$ cat config.mk
export PLATFORM = sky130hd
export DESIGN_NAME = mem_port_arbiter
export DESIGN_NICKNAME = d
export VERILOG_FILES = /design/src/rtl/mem_arb_pkg.sv /design/src/rtl/mem_port_arbiter_rr_picker.sv /design/src/rtl/mem_port_arbiter.sv
export SDC_FILE = /design/constraint.sdc
export NUM_CORES = 1
export LEC_CHECK = 0
export CORE_AREA = 2 2 42 44
export CTS_CLUSTER_SIZE = 16
export DETAILED_ROUTE_END_ITERATION = 8
export DIE_AREA = 0 0 44 46
export GPL_TIMING_DRIVEN = 0
export PLACE_DENSITY = 0.72
export SLEW_MARGIN = 20
export SYNTH_ARGS = -nofsm -noshare
export SYNTH_HDL_FRONTEND = slang
export SYNTH_HIERARCHICAL = 1
export SYNTH_SLANG_ARGS = --single-unit
$ cat constraint.sdc
create_clock -name clk -period 2 [get_ports clk]
set_input_delay 0.4 -clock clk [delete_from_list [all_inputs] [get_ports clk]]
set_output_delay 0.4 -clock clk [all_outputs]
set_load 0.02 [all_outputs]
$ cat src/rtl/mem_arb_pkg.sv
`default_nettype none
// ============================================================================
// Module   : mem_arb_pkg
// Purpose  : Shared types, select encodings and one-hot helpers for the
//            backing-memory port arbiter.
// Revision : 1.0 - initial release
// ============================================================================
package mem_arb_pkg;

  // Number of cache requesters sharing the memory port
  localparam int NUM_REQ = 3;

  // Arbiter FSM states
  typedef enum logic [0:0] {
    IDLE = 1'b0,
    BUSY = 1'b1
  } arb_state_t;

  // Encodings understood by the existing 3-input address/write-data mux.
  // 2'b10 is not a legal mux input and is never produced.
  localparam logic [1:0] SEL_REQ0 = 2'b00;
  localparam logic [1:0] SEL_REQ1 = 2'b01;
  localparam logic [1:0] SEL_REQ2 = 2'b11;

  // Initial last-grant pointer: pointing at requester 2 makes requester 0
  // the first one searched after reset.
  localparam logic [1:0] LAST_RESET = 2'd2;

  // Mux select for a one-hot grant; zero grant maps to the requester-0 input
  function automatic logic [1:0] sel_of(input logic [NUM_REQ-1:0] onehot);
    logic [1:0] sel;
    sel = SEL_REQ0;
    case (onehot)
      3'b010:  sel = SEL_REQ1;
      3'b100:  sel = SEL_REQ2;
      default: sel = SEL_REQ0;
    endcase
    return sel;
  endfunction

  // Requester index for a one-hot grant
  function automatic logic [1:0] idx_of(input logic [NUM_REQ-1:0] onehot);
    logic [1:0] idx;
    idx = 2'd0;
    case (onehot)
      3'b010:  idx = 2'd1;
      3'b100:  idx = 2'd2;
      default: idx = 2'd0;
    endcase
    return idx;
  endfunction

endpackage : mem_arb_pkg
`default_nettype wire

$ cat src/rtl/mem_port_arbiter_rr_picker.sv
`default_nettype none
// ============================================================================
// Module   : rr_picker
// Purpose  : Combinational round-robin pick among three requesters. The
//            search starts just after the last granted requester and wraps,
//            so the last winner is considered last.
// Revision : 1.0 - initial release
// ============================================================================
module rr_picker
  import mem_arb_pkg::*;
(
  input  logic [NUM_REQ-1:0] req_i,
  input  logic [1:0]         last_i,
  output logic [NUM_REQ-1:0] winner_o,
  output logic               valid_o
);

  // Search order (last+1, last+2, last) mod 3; an out-of-range pointer is
  // treated like requester 2 so the pick is always well defined.
  always_comb begin
    winner_o = '0;
    case (last_i)
      2'd0: begin
        if      (req_i[1]) winner_o = 3'b010;
        else if (req_i[2]) winner_o = 3'b100;
        else if (req_i[0]) winner_o = 3'b001;
      end
      2'd1: begin
        if      (req_i[2]) winner_o = 3'b100;
        else if (req_i[0]) winner_o = 3'b001;
        else if (req_i[1]) winner_o = 3'b010;
      end
      default: begin
        if      (req_i[0]) winner_o = 3'b001;
        else if (req_i[1]) winner_o = 3'b010;
        else if (req_i[2]) winner_o = 3'b100;
      end
    endcase
  end

  assign valid_o = |req_i;

endmodule : rr_picker
`default_nettype wire

$ cat src/rtl/mem_port_arbiter.sv
`default_nettype none
// ============================================================================
// Module   : mem_port_arbiter
// Purpose  : Round-robin owner of the single backing-memory port shared by
//            I-cache refill (0), D-cache refill (1) and D-cache writeback (2).
//            A winner holds the port for a full BURST_LEN-beat burst; the
//            grant, mux select and beat index are all registered.
// Revision : 1.0 - initial release
// ============================================================================
module mem_port_arbiter
  import mem_arb_pkg::*;
#(
  parameter  int BURST_LEN = 4,
  localparam int BEAT_W    = (BURST_LEN > 1) ? $clog2(BURST_LEN) : 1
) (
  input  logic                clk,
  input  logic                rst_n,
  input  logic [NUM_REQ-1:0]  req_i,
  output logic [NUM_REQ-1:0]  gnt_o,
  output logic [1:0]          sel_o,
  output logic                mem_req_o,
  input  logic                mem_ack_i,
  output logic [BEAT_W-1:0]   beat_o,
  output logic [NUM_REQ-1:0]  done_o
);

  localparam logic [BEAT_W-1:0] LAST_BEAT = BEAT_W'(BURST_LEN - 1);

  arb_state_t          state_q;
  logic [NUM_REQ-1:0]  gnt_q;
  logic [1:0]          sel_q;
  logic                mem_req_q;
  logic [BEAT_W-1:0]   beat_q;
  logic [NUM_REQ-1:0]  done_q;
  logic [1:0]          last_q;

  logic [NUM_REQ-1:0]  winner;
  logic                win_valid;
  logic [BEAT_W-1:0]   beat_d;
  logic [1:0]          last_d;
  logic                last_beat;

  rr_picker u_picker (
    .req_i    (req_i),
    .last_i   (last_q),
    .winner_o (winner),
    .valid_o  (win_valid)
  );

  // Next beat index, burst-end detect and the pointer value taken at burst end
  always_comb begin
    beat_d    = beat_q + 1'b1;
    last_beat = (beat_q == LAST_BEAT);
    last_d    = idx_of(gnt_q);
  end

  // Arbiter FSM: grant in IDLE, count acked beats in BUSY, release on last ack.
  // req_i is only looked at in IDLE, which gives the grant lock for free.
  always_ff @(posedge clk or negedge rst_n) begin
    if (!rst_n) begin
      state_q   <= IDLE;
      gnt_q     <= '0;
      sel_q     <= SEL_REQ0;
      mem_req_q <= 1'b0;
      beat_q    <= '0;
      done_q    <= '0;
      last_q    <= LAST_RESET;
    end else begin
      done_q <= '0;
      case (state_q)
        IDLE: begin
          if (win_valid) begin
            state_q   <= BUSY;
            gnt_q     <= winner;
            sel_q     <= sel_of(winner);
            mem_req_q <= 1'b1;
            beat_q    <= '0;
          end
        end
        BUSY: begin
          if (mem_ack_i) begin
            if (last_beat) begin
              // Completion: pulse done, drop the port and force one IDLE cycle
              state_q   <= IDLE;
              done_q    <= gnt_q;
              gnt_q     <= '0;
              sel_q     <= SEL_REQ0;
              mem_req_q <= 1'b0;
              beat_q    <= '0;
              last_q    <= last_d;
            end else begin
              beat_q <= beat_d;
            end
          end
        end
        default: begin
          state_q <= IDLE;
        end
      endcase
    end
  end

  assign gnt_o     = gnt_q;
  assign sel_o     = sel_q;
  assign mem_req_o = mem_req_q;
  assign beat_o    = beat_q;
  assign done_o    = done_q;

endmodule : mem_port_arbiter
`default_nettype wire

==> impl_results.md <==
- Status: finished clean
- P_sw: 463 uW
- Largest net degree at the start of global routing: 15
- IO Port Bufs: 16
- Asr flop ratio synth: 1.00
- PwrDens: between 1000 and 1500 nW/um2
- Worst hold path class: reg2reg
- Number of synthesized register bits: 14
- Max Root-Sink Buffers: 2
- Worst reg2reg path depth: 4
- Internal: 779 uW
- CP Capture Type: output pin
- Grt peak-use layer: met2
- Area Growth Syn to Fin: 32.1%
- Worst path arrival time: 1.34 ns
- Syn. warnings: 6
- Combinational power share: 0.452
- Number of setup buffers added after CTS: 0
- Max stage delay on crit path: 0.63 ns
- Root Buffer: clkbuf_4
- Slew HR: 0.587
- Crit Path Category: reg2out
- Core ar.: 1610 um2
- Global-route track usage on met2: 0.238
- Placer Congestion: 0.720
- 1st-iter DRT viols: 8
- Switching share of power: 0.372
- Die area: 2020 um2
- Synth Instances: 62
- Ys flop type: dfrtp_1
- Via/cell ratio: 5.38
- Clk pwr share: 0.164
- Via count: 533
- Cell Rows: 15
- Tightest Pin Transition: 0.617 ns
- Syn Nets: 70
- Antenna viol nets, final: 0
- Hold path depth: 2
- Clk_lat worst skew: 0.28 ns
- Final Hold Fails: 0
- Leading cell type in the layout, fill and taps excluded: clkdlybuf4s50_1
- I/O pin total: 17
- Tcrit/Tclk final: 0.872
- Cells after DPL: between 90 and 100
- Antenna violations before repair: 0
- First-pass GRT wire length: 2150 um
- Sequential power share: 0.384
- Worst reg2reg setup slack: 0.33 ns
- Wire per inst: around 13 um
- Initial Utilization: 0.420
- Reg2reg end: sel_o[0]
- Reg clk slew, reported paths: 0.09 ns
- # clock sinks: 14
- Final setup viols: 0
- Diodes inserted: 0
- Die width: ~44 um
- Seq/Total Area, Yosys: 0.518
- Synthesized area per cell: around 11 um2
- Setup ws final: 0.256 ns
- Maximum fanout along the worst path: 6
- Final TNS setup: 0 ns
- Post-synth cell types: 26
- Post-layout min period: 1.74 ns
- GR met1 Demand/Resource: 0.187
- Worst Hold Path EP: mem_req_o
- Worst EP required: about 1.6 ns
- Critical path startpoint category: flop
- Cell Area, Synth: 678 um2
- Peak supply drop: ~0.0006 V
- Vias in the first global route: 505
- DR pass1 iterations: 4
- Crit-path slowest cell: clkdlybuf4s50_1
- Achievable Freq: roughly 570 MHz
- Critical path cell sequence: clkdlybuf4s50_1
- Post-CTS sizing: 0
- Final clock skew: approximately 0.0026 ns
- Critical R2R Launch: last_q[1]
- Die height: 46 um
- DRT Wirelength: 1300 um
- Cell family with the largest share of critical-path delay: buffers and inverters
- Share of layout cells above drive strength 1: 0.159
- Dpl ws: 0.0702 ns
- Lkg Pwr: 0.000405 uW
- DRC: 0
- Final core occ: 0.555
- Hold_sp: mem_req_o
- Global router's overall resource usage: 0.151
- HPWL after DPL: 990 um
- H-tree depth: 1
- Total global routing overflow: 0
- Final std cells w/o fill: 99
- Max-slew violation count: 0
- Most frequent cells in the layout: clkdlybuf4s50_1, dfrtp_1, nand2_1
- CTS tree: yes
- GR Util met3: 0.0238
- Unrepaired setup endpoints after global routing: false
- EDFF count, synth: 0
- Sum of buffers and inverters on the critical path: 1
- Total power: 1240 uW
- CTS Buf Count: 3
- Nets: 91
- Max cap viols: 0
- Post-CTS Hold Buffers: 0
layout make-up:
class | instances | area, um2
repair buffers | 16 | 160
well taps | 17 | 21.3
multi-input cells | 42 | 289
inverters | 4 | 15.0
plain buffers | 2 | 22.5
fillers | 147 | 718
flip-flops and latches | 14 | 352
clock buffers | 4 | 36.3
through the flow:
stage                     cell area (um2)  hold WS [ns]
final                                 896         0.485
after detailed placement              860         0.476
after global placement                860         0.459
after global routing                  896         0.534
after CTS                             896         0.490
after floorplan                       678         0.104
worst max path at each step:
stage | startpoint | to | slack (ns) | depth (start not counted)
5_1_grt | beat_o[0] | beat_o[0] | 0.19 | 1
4_1_cts | beat_o[0] | beat_o[0] | 0.24 | 1
2_1_floorplan | last_q[1] | sel_o[0] | 0.49 | 4
3_3_place_gp | req_i[2] | sel_o[0] | 0.08 | 5
3_5_place_dp | req_i[2] | sel_o[0] | 0.07 | 5
6_report | beat_o[0] | beat_o[0] | 0.26 | 1
registers in the layout, summed over array words and instances, names as in the netlist:
signal     cells
done_o         3
gnt_o          3
beat_o         2
last_q         2
sel_o          2
mem_req_o      1
state_q        1
power by group through the flow:
stage	clock (uW)	sequential (uW)	combinational, uW
after CTS	214	479	567
after detailed placement	0	485	565
after floorplan	0	554	267
final	204	478	561
after global routing	225	494	615
after global placement	0	480	550
synth_stat cells (2+ instances only):
cell type | count | area share
a22o_1 | 2 | 0.026
buf_6 | 2 | 0.033
dfrtp_1 | 13 | 0.48
ha_1 | 2 | 0.037
inv_1 | 4 | 0.022
mux2_2 | 2 | 0.033
nand2_1 | 9 | 0.050
nand3_1 | 6 | 0.044
nor2_1 | 4 | 0.022
o21ai_1 | 2 | 0.015
routing by layer:
layer  part of all wire  vias up  wire [um]
met5                  0        -          0
met4              0.030        0         39
met3              0.035        4         46
met2               0.49       16        638
met1               0.44      253        578
li1                   -      260          -
kinds of logic (layout without fill, tap and decap cells):
group / after synthesis / in the layout / share of synthesized area
AOI/OAI and AO/OA: 10 / 10 / 0.131
xor gates and xnor gates: 1 / 1 / 0.0129
adders and majority gates: 2 / 2 / 0.0369
buffers and inverters: 6 / 26 / 0.0553
DFF: 14 / 14 / 0.518
muxes: 2 / 2 / 0.0332
and+or+nand+nor: 27 / 27 / 0.212
Power figures use the tool's default switching activity.
